==> src/rtl/router_port_rx_if.sv <==
// Port-side bundle for router_port_rx: the active-low bit-serial stream from the
// crossbar plus the ready/valid byte interface toward the consumer.
// Handshake: a byte transfers on a rising edge where data_valid_o && data_ready_i;
// data_o/last_o are stable while data_valid_o is high and not yet accepted.
interface router_port_rx_if;
    logic       frame_i;
    logic       valid_i;
    logic       din;
    logic [7:0] data_o;
    logic       last_o;
    logic       data_valid_o;
    logic       data_ready_i;

    // Receiver view
    modport slave (
        input  frame_i,
        input  valid_i,
        input  din,
        input  data_ready_i,
        output data_o,
        output last_o,
        output data_valid_o
    );

    // Crossbar/consumer view (drives stream, accepts bytes)
    modport master (
        output frame_i,
        output valid_i,
        output din,
        output data_ready_i,
        input  data_o,
        input  last_o,
        input  data_valid_o
    );
endinterface

==> src/rtl/router_port_rx.sv <==
// Receiving end of one router output port: deserializes the LSB-first serial
// stream into bytes, tags the packet's final byte and queues {byte,last} in a
// small FIFO drained by a ready/valid consumer.
module router_port_rx #(
    parameter int DEPTH = 4
) (
    input  logic                   clk,
    input  logic                   rst,
    router_port_rx_if.slave        bus,
    output logic                   busy_o,
    output logic                   err_o,
    output logic                   ovf_o,
    output logic [$clog2(DEPTH):0] count_o
);
    localparam int AW = $clog2(DEPTH);
    localparam int CW = AW + 1;
    localparam logic [CW-1:0] FULL = CW'(DEPTH);

    typedef enum logic {IDLE = 1'b0, RECV = 1'b1} state_t;

    state_t         state_q, state_d;
    logic [2:0]     bit_cnt_q;
    logic [7:0]     shift_q;
    logic           err_q, ovf_q;
    logic [8:0]     mem_q [DEPTH];
    logic [AW-1:0]  wr_ptr_q, rd_ptr_q;
    logic [CW-1:0]  count_q;

    logic           capture, eop, byte_done, err_d;
    logic [7:0]     byte_val;
    logic           pop, push, drop;

    // Capture/end-of-packet decode and FSM next state
    always_comb begin
        state_d   = state_q;
        capture   = !bus.valid_i && ((state_q == RECV) || !bus.frame_i);
        eop       = (state_q == RECV) && bus.frame_i;
        byte_done = capture && (bit_cnt_q == 3'd7);
        byte_val  = {bus.din, shift_q[6:0]};
        // A packet ends cleanly only when its last capture completes a byte
        err_d     = eop && !byte_done;
        case (state_q)
            IDLE:    if (!bus.frame_i) state_d = RECV;
            RECV:    if (bus.frame_i)  state_d = IDLE;
            default: state_d = IDLE;
        endcase
    end

    // FIFO push/pop decisions; a full FIFO still accepts a push when popping
    always_comb begin
        pop  = (count_q != '0) && bus.data_ready_i;
        push = byte_done && ((count_q != FULL) || pop);
        drop = byte_done && !push;
    end

    // FSM state, bit counter, shift register and status pulses
    always_ff @(posedge clk or posedge rst) begin
        if (rst) begin
            state_q   <= IDLE;
            bit_cnt_q <= '0;
            shift_q   <= '0;
            err_q     <= 1'b0;
            ovf_q     <= 1'b0;
        end else begin
            state_q <= state_d;
            err_q   <= err_d;
            ovf_q   <= drop;
            if (eop) begin
                bit_cnt_q <= '0;
                shift_q   <= '0;
            end else if (capture) begin
                bit_cnt_q          <= bit_cnt_q + 3'd1;
                shift_q[bit_cnt_q] <= bus.din;
            end
        end
    end

    // FIFO storage, pointers and occupancy
    always_ff @(posedge clk or posedge rst) begin
        if (rst) begin
            for (int i = 0; i < DEPTH; i++) mem_q[i] <= '0;
            wr_ptr_q <= '0;
            rd_ptr_q <= '0;
            count_q  <= '0;
        end else begin
            if (push) begin
                mem_q[wr_ptr_q] <= {bus.frame_i, byte_val};
                wr_ptr_q        <= wr_ptr_q + AW'(1);
            end
            if (pop) rd_ptr_q <= rd_ptr_q + AW'(1);
            if (push && !pop)      count_q <= count_q + CW'(1);
            else if (pop && !push) count_q <= count_q - CW'(1);
        end
    end

    assign bus.data_o       = mem_q[rd_ptr_q][7:0];
    assign bus.last_o       = mem_q[rd_ptr_q][8];
    assign bus.data_valid_o = (count_q != '0);
    assign busy_o           = (state_q == RECV);
    assign err_o            = err_q;
    assign ovf_o            = ovf_q;
    assign count_o          = count_q;
endmodule

==> src/flat_wrapper.sv <==
// flat-port wrapper written by rule: the top's interface ports become plain ports
module router_port_rx_flat 
#(
    parameter int DEPTH = 4
)
  (clk, rst, busy_o, err_o, ovf_o, count_o, bus_frame_i, bus_valid_i, bus_din, bus_data_ready_i, bus_data_o, bus_last_o, bus_data_valid_o);
  router_port_rx_if bus_i ();
  input  logic clk;
  input  logic rst;
  output logic busy_o;
  output logic err_o;
  output logic ovf_o;
  output logic [$clog2(DEPTH):0] count_o;
  input wire logic [$bits(bus_i.frame_i)-1:0] bus_frame_i;
  input wire logic [$bits(bus_i.valid_i)-1:0] bus_valid_i;
  input wire logic [$bits(bus_i.din)-1:0] bus_din;
  input wire logic [$bits(bus_i.data_ready_i)-1:0] bus_data_ready_i;
  output wire logic [$bits(bus_i.data_o)-1:0] bus_data_o;
  output wire logic [$bits(bus_i.last_o)-1:0] bus_last_o;
  output wire logic [$bits(bus_i.data_valid_o)-1:0] bus_data_valid_o;
  assign bus_i.frame_i = bus_frame_i;
  assign bus_i.valid_i = bus_valid_i;
  assign bus_i.din = bus_din;
  assign bus_i.data_ready_i = bus_data_ready_i;
  assign bus_data_o = bus_i.data_o;
  assign bus_last_o = bus_i.last_o;
  assign bus_data_valid_o = bus_i.data_valid_o;
  router_port_rx #(.DEPTH(DEPTH)) u_core (.clk(clk), .rst(rst), .bus(bus_i), .busy_o(busy_o), .err_o(err_o), .ovf_o(ovf_o), .count_o(count_o));
endmodule
==> config.mk <==
export PLATFORM = sky130hd
export DESIGN_NAME = router_port_rx_flat
export DESIGN_NICKNAME = d
export VERILOG_FILES = /design/src/rtl/router_port_rx_if.sv /design/src/rtl/router_port_rx.sv /design/src/flat_wrapper.sv
export SDC_FILE = /design/constraint.sdc
export NUM_CORES = 1
export LEC_CHECK = 0
export CORE_ASPECT_RATIO = 1.75
export CORE_MARGIN = 3
export CORE_UTILIZATION = 34
export DETAILED_ROUTE_END_ITERATION = 12
export HOLD_SLACK_MARGIN = 0.15
export PLACE_DENSITY_LB_ADDON = 0.3
export SLEW_MARGIN = 10
export SYNTH_ARGS = -nofsm -noshare
export SYNTH_HDL_FRONTEND = slang
export SYNTH_SLANG_ARGS = --single-unit
==> constraint.sdc <==
create_clock -name clk -period 4.2 [get_ports clk]
set_input_delay 0.63 -clock clk [delete_from_list [all_inputs] [get_ports clk]]
set_output_delay 0.63 -clock clk [all_outputs]
set_load 0.05 [all_outputs]
==> results.md, run 1 <==
- Status: finished, final reports clean
- P per Cell Area: 454.5 nW/um^2
- Worst slack at placement: 1.087 ns
- Die ar.: 8892 sq um
- CTS tree: yes
- Avg WL per Cell: 16.83 um
- Clock Latency Late Sink: 0.30 ns
- Synth Area in Compound Gates: 0.03985
- Overall routing resource usage: 0.1263
- Area share of the largest cell type after synthesis: 0.5313
- Post-Syn Area: 2638 sq um
- Max cap viols: 0
- Total setup buffers inserted after CTS: 0
- Global-route wire length before repair: 8397 um
- Share of layout cells above drive strength 1: 0.3220
- Avg Vias per Cell: 5.172
- Nets: 218
- Final Critical Period: 3.074 ns
- Site row count: 41
- Syn-to-layout area delta: 16.89%
- Worst-case reg-to-reg path depth: 11
- Hold violation total from the final report: 0
- Mean Syn Cell Area: 14.33 sq um
- Setup crit end kind: output port
- Antenna cell count: 0
- Cell count of the worst hold path: 1
- Via count: 1505
- Vias in the first global route: 1620
- Clock buffer depth: 2
- Simple-Gate Fraction of Synth Area: 0.09820
- Cell count after synthesis: 184
- First DRT Iteration DRCs: 44
- Setup Crit Path Kind: reg -> out
- Initial Util: 0.3570
- Adder-cell area share of the yosys netlist: 0.04080
- Mux share of post-synthesis cell area: 0.2405
- RSZ-0062 raised after global routing: false
- CTS buffer count: 5
- Max Slew Vio Count: 0
- Post-DP HPWL: 3372 um
- Combinational family with the most area after synthesis: multiplexers
- Part of the cycle the worst path needs: 0.7319
- CTS clk-pin slew, worst paths: 0.07 ns
- CTS Root Cell: clkbuf_16
- Final ANT Viol Nets: 0
- Rel. slew slack: 0.3601
- Sequential share of the synthesized area: 0.5313
- Maximum clock rate: 325.3 MHz
- IO Count: 22
- Top cells by area, synth: dfrtp_1 53%, mux2_2 16%, mux4_2 7.7%
- Synth Warn #: 0
- Leak: 1.405 nW
- Slew @ Worst Pin: 0.9584 ns
- Hold_sp: u_core.mem_q[23]
- Dominant synthesized flop cell: dfrtp_1
- Synth Register Bits: 56
- Worst setup path start: u_core.rd_ptr_q[0]
- Fill cells: 728
- Synth async-reset ratio: 1.000
- Maximum VDD drop: 0.3291 mV
- Post-synth EDFFs: 0
- GP Congestion: 0.8145
- DRT Wirelength: 4898 um
- Total clock sinks: 56
- Synth unique cells: 31
- Total gr overflow: 0
- Worst Setup Start Kind: flip-flop
- Finish-stage setup viols: 0
- H-tree depth: 2
- CP max FO: 11
- Largest net degree at the start of global routing: 48
- Arr. time, crit path: 2.44 ns
- Fin Setup TNS: 0 ns
- Antenna violations before repair: 0
- Residual DRC count: 0
- Worst hold path class: reg -> reg
- Port Buffers: 21
- Fin util: 0.4173
- Height of the die: 122.5 um
- Post-cts sizing count: 0
- Xor/xnor cell area share of the yosys netlist: 0.01992
- Yosys top cell by area: dfrtp_1
- R2R Path Start: u_core.bit_cnt_q[1]
- Die X: 72.58 um
- Min setup slack post-route: 1.126 ns
- Core area: 7387 sq um
- Req. time, crit path: 3.57 ns
- Initial DRT Pass Iterations: 4
- Synth Net Count: 198
- Skew final: 0.007223 ns
- Hold Buf Count CTS: 0
[path summary, 6_finish.rpt]
check / end / slack, ns
min in group asynchronous: u_core.mem_q[18] / 0.88
max: bus_last_o / 1.13
max in group asynchronous: u_core.mem_q[16] / 2.62
min reg2reg: u_core.mem_q[23] / 0.50
max reg2reg: u_core.count_o[2] / 1.65
min: u_core.mem_q[23] / 0.50
[metal layers]
layer  wire [um]  GRT usage
met4         110    0.05889
met3         139    0.02459
met2        2720     0.2240
met1        1928     0.1425
met5           0          0
[critical path, stage by stage (launching register included)]
cell and delay [ns]:
dfrtp_1 0.81, mux4_2 0.62, clkdlybuf4s50_1 0.72
[state kept, by name (all words and copies together), names as in the netlist]
register          flops
u_core.bit_cnt_q      3
u_core.busy_o         1
u_core.count_o        3
u_core.err_o          1
u_core.mem_q         36
u_core.ovf_o          1
u_core.rd_ptr_q       2
u_core.shift_q        7
u_core.wr_ptr_q       2
[per-stage QoR]
step	hold WS [ns]	area, sq um	total power, mW	std cells
global route	0.5191	3083	1.474	291
global placement	0.4821	2915	0.9531	283
floorplan	0.4738	2638	0.8643	184
CTS	0.5073	3083	1.425	291
detailed placement	0.4903	2915	0.9535	283
finish	0.5034	3083	1.401	291
[layout by cell type (no fill, tap or decap), drive strengths merged]
cell type	n
dfrtp	56
mux2	38
clkdlybuf4s50	21
mux4	9
nand4	8
a21oi	7
ha	7
o21ai	6
inv	6
clkbuf	5
xnor2	4
nor2	4
nand3	4
nor2b	4
nand2b	3
nand2	3
a22o	2
o31ai	2
xor2	2
buf	2
or3	2
nor3	1
a21o	1
and2	1
or3b	1
or4b	1
and3	1
fa	1
clkinv	1
bufinv	1
clkinvlp	1
[where the power goes]
part           switching (mW)  total, mW  internal [mW]
Sequential             0.0956      0.669          0.573
Combinational           0.141      0.265          0.124
Clock                   0.187      0.467          0.280
Total                   0.423       1.40          0.978
[kinds of logic after synthesis]
| logic type | Yosys count |
|---|---|
| xor gates and xnor gates | 6 |
| buffers and inverters | 16 |
| adders and majority gates | 8 |
| DFF | 56 |
| and+or+nand+nor | 33 |
| muxes | 47 |
| AOI/OAI and AO/OA | 18 |
[synth_stat cells, types with 4 or more instances]
| cell | n |
|---|---|
| clkbuf_1 | 6 |
| xnor2_1 | 4 |
| a21oi_1 | 7 |
| mux2_2 | 37 |
| nand4_4 | 4 |
| inv_1 | 6 |
| o21ai_0 | 6 |
| nand3_1 | 4 |
| ha_1 | 7 |
| nor2b_1 | 4 |
| nor2_1 | 4 |
| nand4_1 | 4 |
| dfrtp_1 | 56 |
| mux4_2 | 9 |
[layout make-up]
type / count / area [sq um] / share of cell area
Sequential cell: 56 / 1401 / 0.4545
Multi-Input combinational cell: 112 / 1159 / 0.3758
Timing Repair Buffer: 23 / 225.2 / 0.07305
Clock buffer: 5 / 125.1 / 0.04058
Tap cell: 86 / 107.6 / 0.03490
Clock inverter: 3 / 42.54 / 0.01380
Inverter: 6 / 22.52 / 0.007305
(Power assumes the default switching activity.)
==> inputs of run 2 (changes only) <==
==> constraint.sdc (replaced) <==
create_clock -name clk -period 2.6 [get_ports clk]
set_input_delay 0.39 -clock clk [delete_from_list [all_inputs] [get_ports clk]]
set_output_delay 0.39 -clock clk [all_outputs]
set_load 0.05 [all_outputs]
==> run 2 against run 1 <==
  * Routed wire length up 0.80%
  * Worst setup slack worse by 0.88 ns
  * Via count up 3.3%
  * Clock skew is 0.0024 ns lower
  * Power is 64% higher
  * First-iteration DRC count is 2.3% higher
  * Critical path depth unchanged
  * Combinational power grew 92%
  * Cell count grew 2.7%
  * Critical endpoint is now bus_data_valid_o
  * Largest cell class unchanged
==> results.md, run 2 (same netlist as run 1, synthesis figures left out) <==
- Status: finished, final reports clean (unchanged)
- Maximum VDD drop: 0.7575 mV (was 0.3291 mV)
- Antenna violations before repair: 0 (unchanged)
- Rel. slew slack: 0.6015 (was 0.3601)
- Die ar.: 8892 sq um (unchanged)
- Via count: 1555 (was 1505)
- Core area: 7387 sq um (unchanged)
- Final ANT Viol Nets: 0 (unchanged)
- Skew final: 0.004776 ns (was 0.007223 ns)
- Setup crit end kind: output port (unchanged)
- First DRT Iteration DRCs: 45 (was 44)
- Most Used Layer, Global Route: met2 (unchanged)
- Post-DP HPWL: 3427 um (was 3372 um)
- WP buf/inv: 1 (unchanged)
- Req. time, crit path: 2.21 ns (was 3.57 ns)
- Placement Cell Area: 2965 sq um (was 2915 sq um)
- CP max FO: 5 (was 11)
- Final instance area: 3138 sq um (was 3083 sq um)
- Leak: 1.471 nW (was 1.405 nW)
- Avg WL per Cell: 16.51 um (was 16.83 um)
- CTS tree: yes (unchanged)
- Total gr overflow: 0 (unchanged)
- P per Cell Area: 732.6 nW/um^2 (was 454.5 nW/um^2)
- CP peak stage delay: 0.72 ns (was 0.81 ns)
- Syn-to-layout area delta: 18.98% (was 16.89%)
- Total setup buffers inserted after CTS: 0 (unchanged)
- Worst-case reg-to-reg path depth: 6 (was 11)
- Worst hold path class: in -> async (was reg -> reg)
- Biggest register: u_core.mem_q (unchanged)
- Commonest non-fill, non-tap cell in the layout: dfrtp_1 (unchanged)
- Height of the die: 122.5 um (unchanged)
- CTS buffer count: 5 (unchanged)
- Regs by FF count: u_core.mem_q (36), u_core.shift_q (7) (unchanged)
- Largest net degree at the start of global routing: 57 (was 48)
- Max Slew Vio Count: 0 (unchanged)
- Slew @ Worst Pin: 0.5931 ns (was 0.9584 ns)
- Fin Setup TNS: 0 ns (unchanged)
- Overall routing resource usage: 0.1250 (was 0.1263)
- Worst path top cell family by delay: buffers and inverters (was flip-flops)
- Hold Buf Count CTS: 0 (unchanged)
- M3 GR Usage: 0.02213 (was 0.02459)
- Met2 Usage GRT: 0.2155 (was 0.2240)
- Part of the cycle the worst path needs: 0.9065
- Residual DRC count: 0 (unchanged)
- Share of layout cells above drive strength 1: 0.3897 (was 0.3220)
- Vias in the first global route: 1639 (was 1620)
- GP Congestion: 0.7890 (was 0.8145)
- Initial DRT Pass Iterations: 4 (unchanged)
- Reg2Reg Setup Slack: 0.35 ns (was 1.65 ns)
- Fill cells: 726 (was 728)
- Max reg flops: 36 (unchanged)
- Final Critical Period: 2.357 ns
- Setup Crit Path Kind: reg -> out (unchanged)
- Maximum clock rate: 424.3 MHz
- Finish-stage setup viols: 0 (unchanged)
- Arr. time, crit path: 1.97 ns (was 2.44 ns)
- Site row count: 41 (unchanged)
- CP cell instances: or3_2, clkdlybuf4s50_1 (was mux4_2, clkdlybuf4s50_1)
- H-tree depth: 2 (unchanged)
- Global-route wire length before repair: 8342 um (was 8397 um)
- Clock buffer depth: 2 (unchanged)
- DRT Wirelength: 4937 um (was 4898 um)
- Antenna cell count: 0 (unchanged)
- Port Buffers: 21 (unchanged)
- Worst Setup Start Kind: flip-flop (unchanged)
- Hold violation total from the final report: 0 (unchanged)
- Nets: 226 (was 218)
- CTS clk-pin slew, worst paths: 0.07 ns (about the same)
- Total clock sinks: 56 (unchanged)
- Critical path depth in cells: 2 (unchanged)
- Clock Latency Late Sink: 0.30 ns (about the same)
- Avg Vias per Cell: 5.201 (was 5.172)
- Most frequent cells in the layout: 56 x dfrtp_1, 37 x mux2_2, 18 x buf_4 (was 56 x dfrtp_1, 37 x mux2_2, 21 x clkdlybuf4s50_1)
- IO Count: 22 (unchanged)
- CTS Root Cell: clkbuf_16 (unchanged)
- CP max stage cell: clkdlybuf4s50_1 (was dfrtp_1)
- Max cap viols: 0 (unchanged)
- Met1 usage: 0.1394 (was 0.1425)
- Die X: 72.58 um (unchanged)
- Post-cts sizing count: 0 (unchanged)
- Initial Util: 0.3570 (unchanged)
- RSZ-0062 raised after global routing: false (unchanged)
run 2: cell types whose count changed in the layout (fill, tap and decap cells not counted), sizes merged:
cell           change
clkinvlp           -1
buf               +17
clkdlybuf4s50      -9
clkinv             +1
run 2: worst register-to-register path: stages (launching register included):
cell and delay [ns]:
dfrtp_1 0.44, or4b_4 0.56, and3_4 0.19, ha_1 0.22, inv_1 0.07, fa_1 0.40, mux2_2 0.26
run 2: worst paths after layout:
| kind | start | endpoint |
|---|---|---|
| max | u_core.count_o[0] | bus_data_valid_o |
| min | rst | u_core.mem_q[19] |
| max reg2reg | u_core.count_o[0] | u_core.count_o[1] |
| min reg2reg | u_core.rd_ptr_q[0] | u_core.rd_ptr_q[0] |
| max in group asynchronous | rst | u_core.mem_q[7] |
| min in group clk | u_core.rd_ptr_q[0] | u_core.rd_ptr_q[0] |
run 2: cell type report:
| class | count | area, sq um | area share |
|---|---|---|---|
| clock buffers | 5 | 125.1 | 0.03987 |
| clock inverters | 3 | 47.55 | 0.01515 |
| inverters | 6 | 22.52 | 0.007177 |
| well taps | 86 | 107.6 | 0.03429 |
| flip-flops and latches | 56 | 1401 | 0.4466 |
| repair buffers | 31 | 275.3 | 0.08772 |
| multi-input cells | 112 | 1159 | 0.3692 |
run 2: through the flow:
step | utilization | hold slack, ns | total power [mW] | cells | setup WS, ns
after floorplan | - | 0.4738 | 1.396 | 184 | 0.02397
after global placement | 0.4014 | 0.4835 | 1.556 | 291 | 0.04532
after detailed placement | 0.4014 | 0.4912 | 1.566 | 291 | 0.02149
after CTS | 0.4248 | 0.4864 | 2.344 | 299 | 0.2197
after global routing | 0.4248 | 0.5139 | 2.408 | 299 | 0.1319
final | 0.4248 | 0.4745 | 2.299 | 299 | 0.2432
run 2: where the power goes:
group	leakage (nW)	internal, mW	switching [mW]
registers	0.760	0.927	0.0965
clock network	0.0840	0.458	0.309
logic	0.628	0.223	0.285
run 2: layer usage:
layer	vias to the layer above	routed length, um
met1	806	2001
met5	-	0
met4	0	176
met2	18	2638
met3	9	121
li1	722	-
==> inputs of run 3 (changes only) <==
--- a/config.mk
+++ b/config.mk
@@ -11,6 +11,7 @@
 export DETAILED_ROUTE_END_ITERATION = 12
 export HOLD_SLACK_MARGIN = 0.15
 export PLACE_DENSITY_LB_ADDON = 0.3
+export REMOVE_ABC_BUFFERS = 1
 export SLEW_MARGIN = 10
 export SYNTH_ARGS = -nofsm -noshare
 export SYNTH_HDL_FRONTEND = slang
==> run 3 against run 2 <==
  * Critical endpoint unchanged
  * Count of clock-buffer cells in the layout increased by 1
  * Largest power group unchanged
  * Cell count down 0.33%
  * Register-to-register slack got worse by 0.05 ns
  * Combinational power down 1%
  * Worst setup slack lost 0.0050 ns
  * Sequential power hardly changed
  * Routed wire length shrank 0.79%
  * Die area unchanged
  * Global-route usage decreased by 0.13 points
  * Flip-flop and latch count stayed put
==> results.md, run 3 (same netlist as run 1, synthesis figures left out) <==
- Global-route wire length before repair: 8286 um (was 8342 um)
- RSZ-0062 raised after global routing: false (unchanged)
- CTS tree: yes (unchanged)
- IO Count: 22 (unchanged)
- GP Congestion: 0.7716 (was 0.7890)
- Port Buffers: 21 (unchanged)
- Total power: 2.207 mW (was 2.299 mW)
- First DRT Iteration DRCs: 41 (was 45)
- Arr. time, crit path: 1.97 ns (about the same)
- Height of the die: 122.5 um (unchanged)
- Final Critical Period: 2.362 ns (was 2.357 ns)
- Finish-stage setup viols: 0 (unchanged)
- Part of the cycle the worst path needs: 0.9084 (was 0.9065)
- Rel. slew slack: 0.6006 (was 0.6015)
- Die X: 72.58 um (unchanged)
- Clock buffer depth: 2 (unchanged)
- Post-DP HPWL: 3425 um (was 3427 um)
- CTS buffer count: 5 (unchanged)
- Commonest non-fill, non-tap cell in the layout: dfrtp_1 (unchanged)
- Maximum clock rate: 423.4 MHz (was 424.3 MHz)
- CP max stage cell: clkdlybuf4s50_1 (unchanged)
- Via count: 1507 (was 1555)
- Most frequent cells in the layout: 56 x dfrtp_1, 37 x mux2_2, 17 x buf_4 (was 56 x dfrtp_1, 37 x mux2_2, 18 x buf_4)
- CTS clk-pin slew, worst paths: 0.07 ns (about the same)
- Worst Setup Start Kind: flip-flop (unchanged)
- Worst slack at placement: 0.01592 ns (was 0.02149 ns)
- Avg Vias per Cell: 5.057 (was 5.201)
- Nets: 225 (was 226)
- Antenna cell count: 0 (unchanged)
- P per Cell Area: 710.4 nW/um^2 (was 732.6 nW/um^2)
- CP peak stage delay: 0.72 ns (about the same)
- Syn-to-layout area delta: 17.79% (was 18.98%)
- Fin cells: 298 (was 299)
- CTS Root Cell: clkbuf_16 (unchanged)
- Max cap viols: 0 (unchanged)
- Worst hold slack: 0.4611 ns (was 0.4745 ns)
- Hold violation total from the final report: 0 (unchanged)
- Req. time, crit path: 2.21 ns (about the same)
- Setup Crit Path Kind: reg -> out (unchanged)
- Total gr overflow: 0 (unchanged)
- Vias in the first global route: 1628 (was 1639)
- Post-cts sizing count: 0 (unchanged)
- CP cell instances: or3_2, clkdlybuf4s50_1 (unchanged)
- Share of layout cells above drive strength 1: 0.3868 (was 0.3897)
- Biggest register: u_core.mem_q (unchanged)
- H-tree depth: 2 (unchanged)
- CP max FO: 5 (unchanged)
- Min setup slack post-route: 0.2382 ns (was 0.2432 ns)
- Skew final: 0.004733 ns (was 0.004776 ns)
- Fin util: 0.4206 (was 0.4248)
- Fin Setup TNS: 0 ns (unchanged)
- Max Slew Vio Count: 0 (unchanged)
- Overall routing resource usage: 0.1238 (was 0.1250)
- Top Metal Used: met4 (unchanged)
- Met2 WL: 2690 um (was 2638 um)
- Leak: 1.459 nW (was 1.471 nW)
- Maximum VDD drop: 0.7405 mV (was 0.7575 mV)
- Residual DRC count: 0 (unchanged)
- Total clock sinks: 56 (unchanged)
- Initial Util: 0.3570 (unchanged)
- Clock Latency Late Sink: 0.29 ns (was 0.30 ns)
- Setup crit end kind: output port (unchanged)
- Slew @ Worst Pin: 0.5946 ns (was 0.5931 ns)
- Regs by FF count: u_core.mem_q (36), u_core.shift_q (7) (unchanged)
- Cells after DPL: 290 (was 291)
- DRT Wirelength: 4898 um (was 4937 um)
- Avg WL per Cell: 16.44 um (was 16.51 um)
- Status: finished, final reports clean (unchanged)
- Core area: 7387 sq um (unchanged)
- Max reg flops: 36 (unchanged)
- WL met3: 113 um (was 121 um)
- Largest net degree at the start of global routing: 57 (unchanged)
- Hold Buf Count CTS: 0 (unchanged)
- Die ar.: 8892 sq um (unchanged)
- Fill cells: 718 (was 726)
- Placement Cell Area: 2958 sq um (was 2965 sq um)
- Final instance area: 3107 sq um (was 3138 sq um)
- Worst hold path class: in -> async (unchanged)
- Wl on met1: 1992 um (was 2001 um)
- Site row count: 41 (unchanged)
- Antenna violations before repair: 0 (unchanged)
- Final ANT Viol Nets: 0 (unchanged)
- Initial DRT Pass Iterations: 4 (unchanged)
- Total setup buffers inserted after CTS: 0 (unchanged)
## run 3: cell count changes in the layout (fill, tap and decap cells not counted), sizes merged
cell,change
bufinv,-1
clkbuf,+1
buf,-1
## run 3: area by class of cell
cell class / count / area [sq um] / share of cell area
clock buffers: 6 / 138.9 / 0.04470
clock inverters: 2 / 10.01 / 0.003222
inverters: 6 / 22.52 / 0.007249
multi-input cells: 112 / 1159 / 0.3729
flip-flops and latches: 56 / 1401 / 0.4511
well taps: 86 / 107.6 / 0.03464
repair buffers: 30 / 267.8 / 0.08619
## run 3: worst paths after layout
kind,start,endpoint,slack [ns],cells after the start
worst max-delay path,u_core.count_o[0],bus_data_valid_o,0.24,2
worst min-delay path,rst,u_core.mem_q[35],0.46,3
worst max register to register,u_core.bit_cnt_q[0],u_core.count_o[2],0.30,10
worst min register to register,u_core.rd_ptr_q[0],u_core.rd_ptr_q[0],0.50,1
max in group asynchronous,rst,u_core.mem_q[24],1.87,3
min in group clk,u_core.rd_ptr_q[0],u_core.rd_ptr_q[0],0.50,1
## run 3: report_power, final
part           switching [mW]  total, mW  internal [mW]
combinational           0.282      0.503          0.221
sequential              0.100       1.03          0.928
clock                   0.296      0.677          0.380
## run 3: worst max-delay path, delay by kind of cell (launching register included)
kind                   cells  cell delay [ns]
flip-flops                 1             0.44
AND/OR/NAND/NOR            1             0.52
buffers and inverters      1             0.72
## run 3: per-layer routing
| metal | GRT usage | up-vias |
|---|---|---|
| li1 | - | 718 |
| met1 | 0.1424 | 764 |
| met2 | 0.2149 | 17 |
| met3 | 0.02623 | 8 |
| met4 | 0.05774 | 0 |
| met5 | 0 | - |
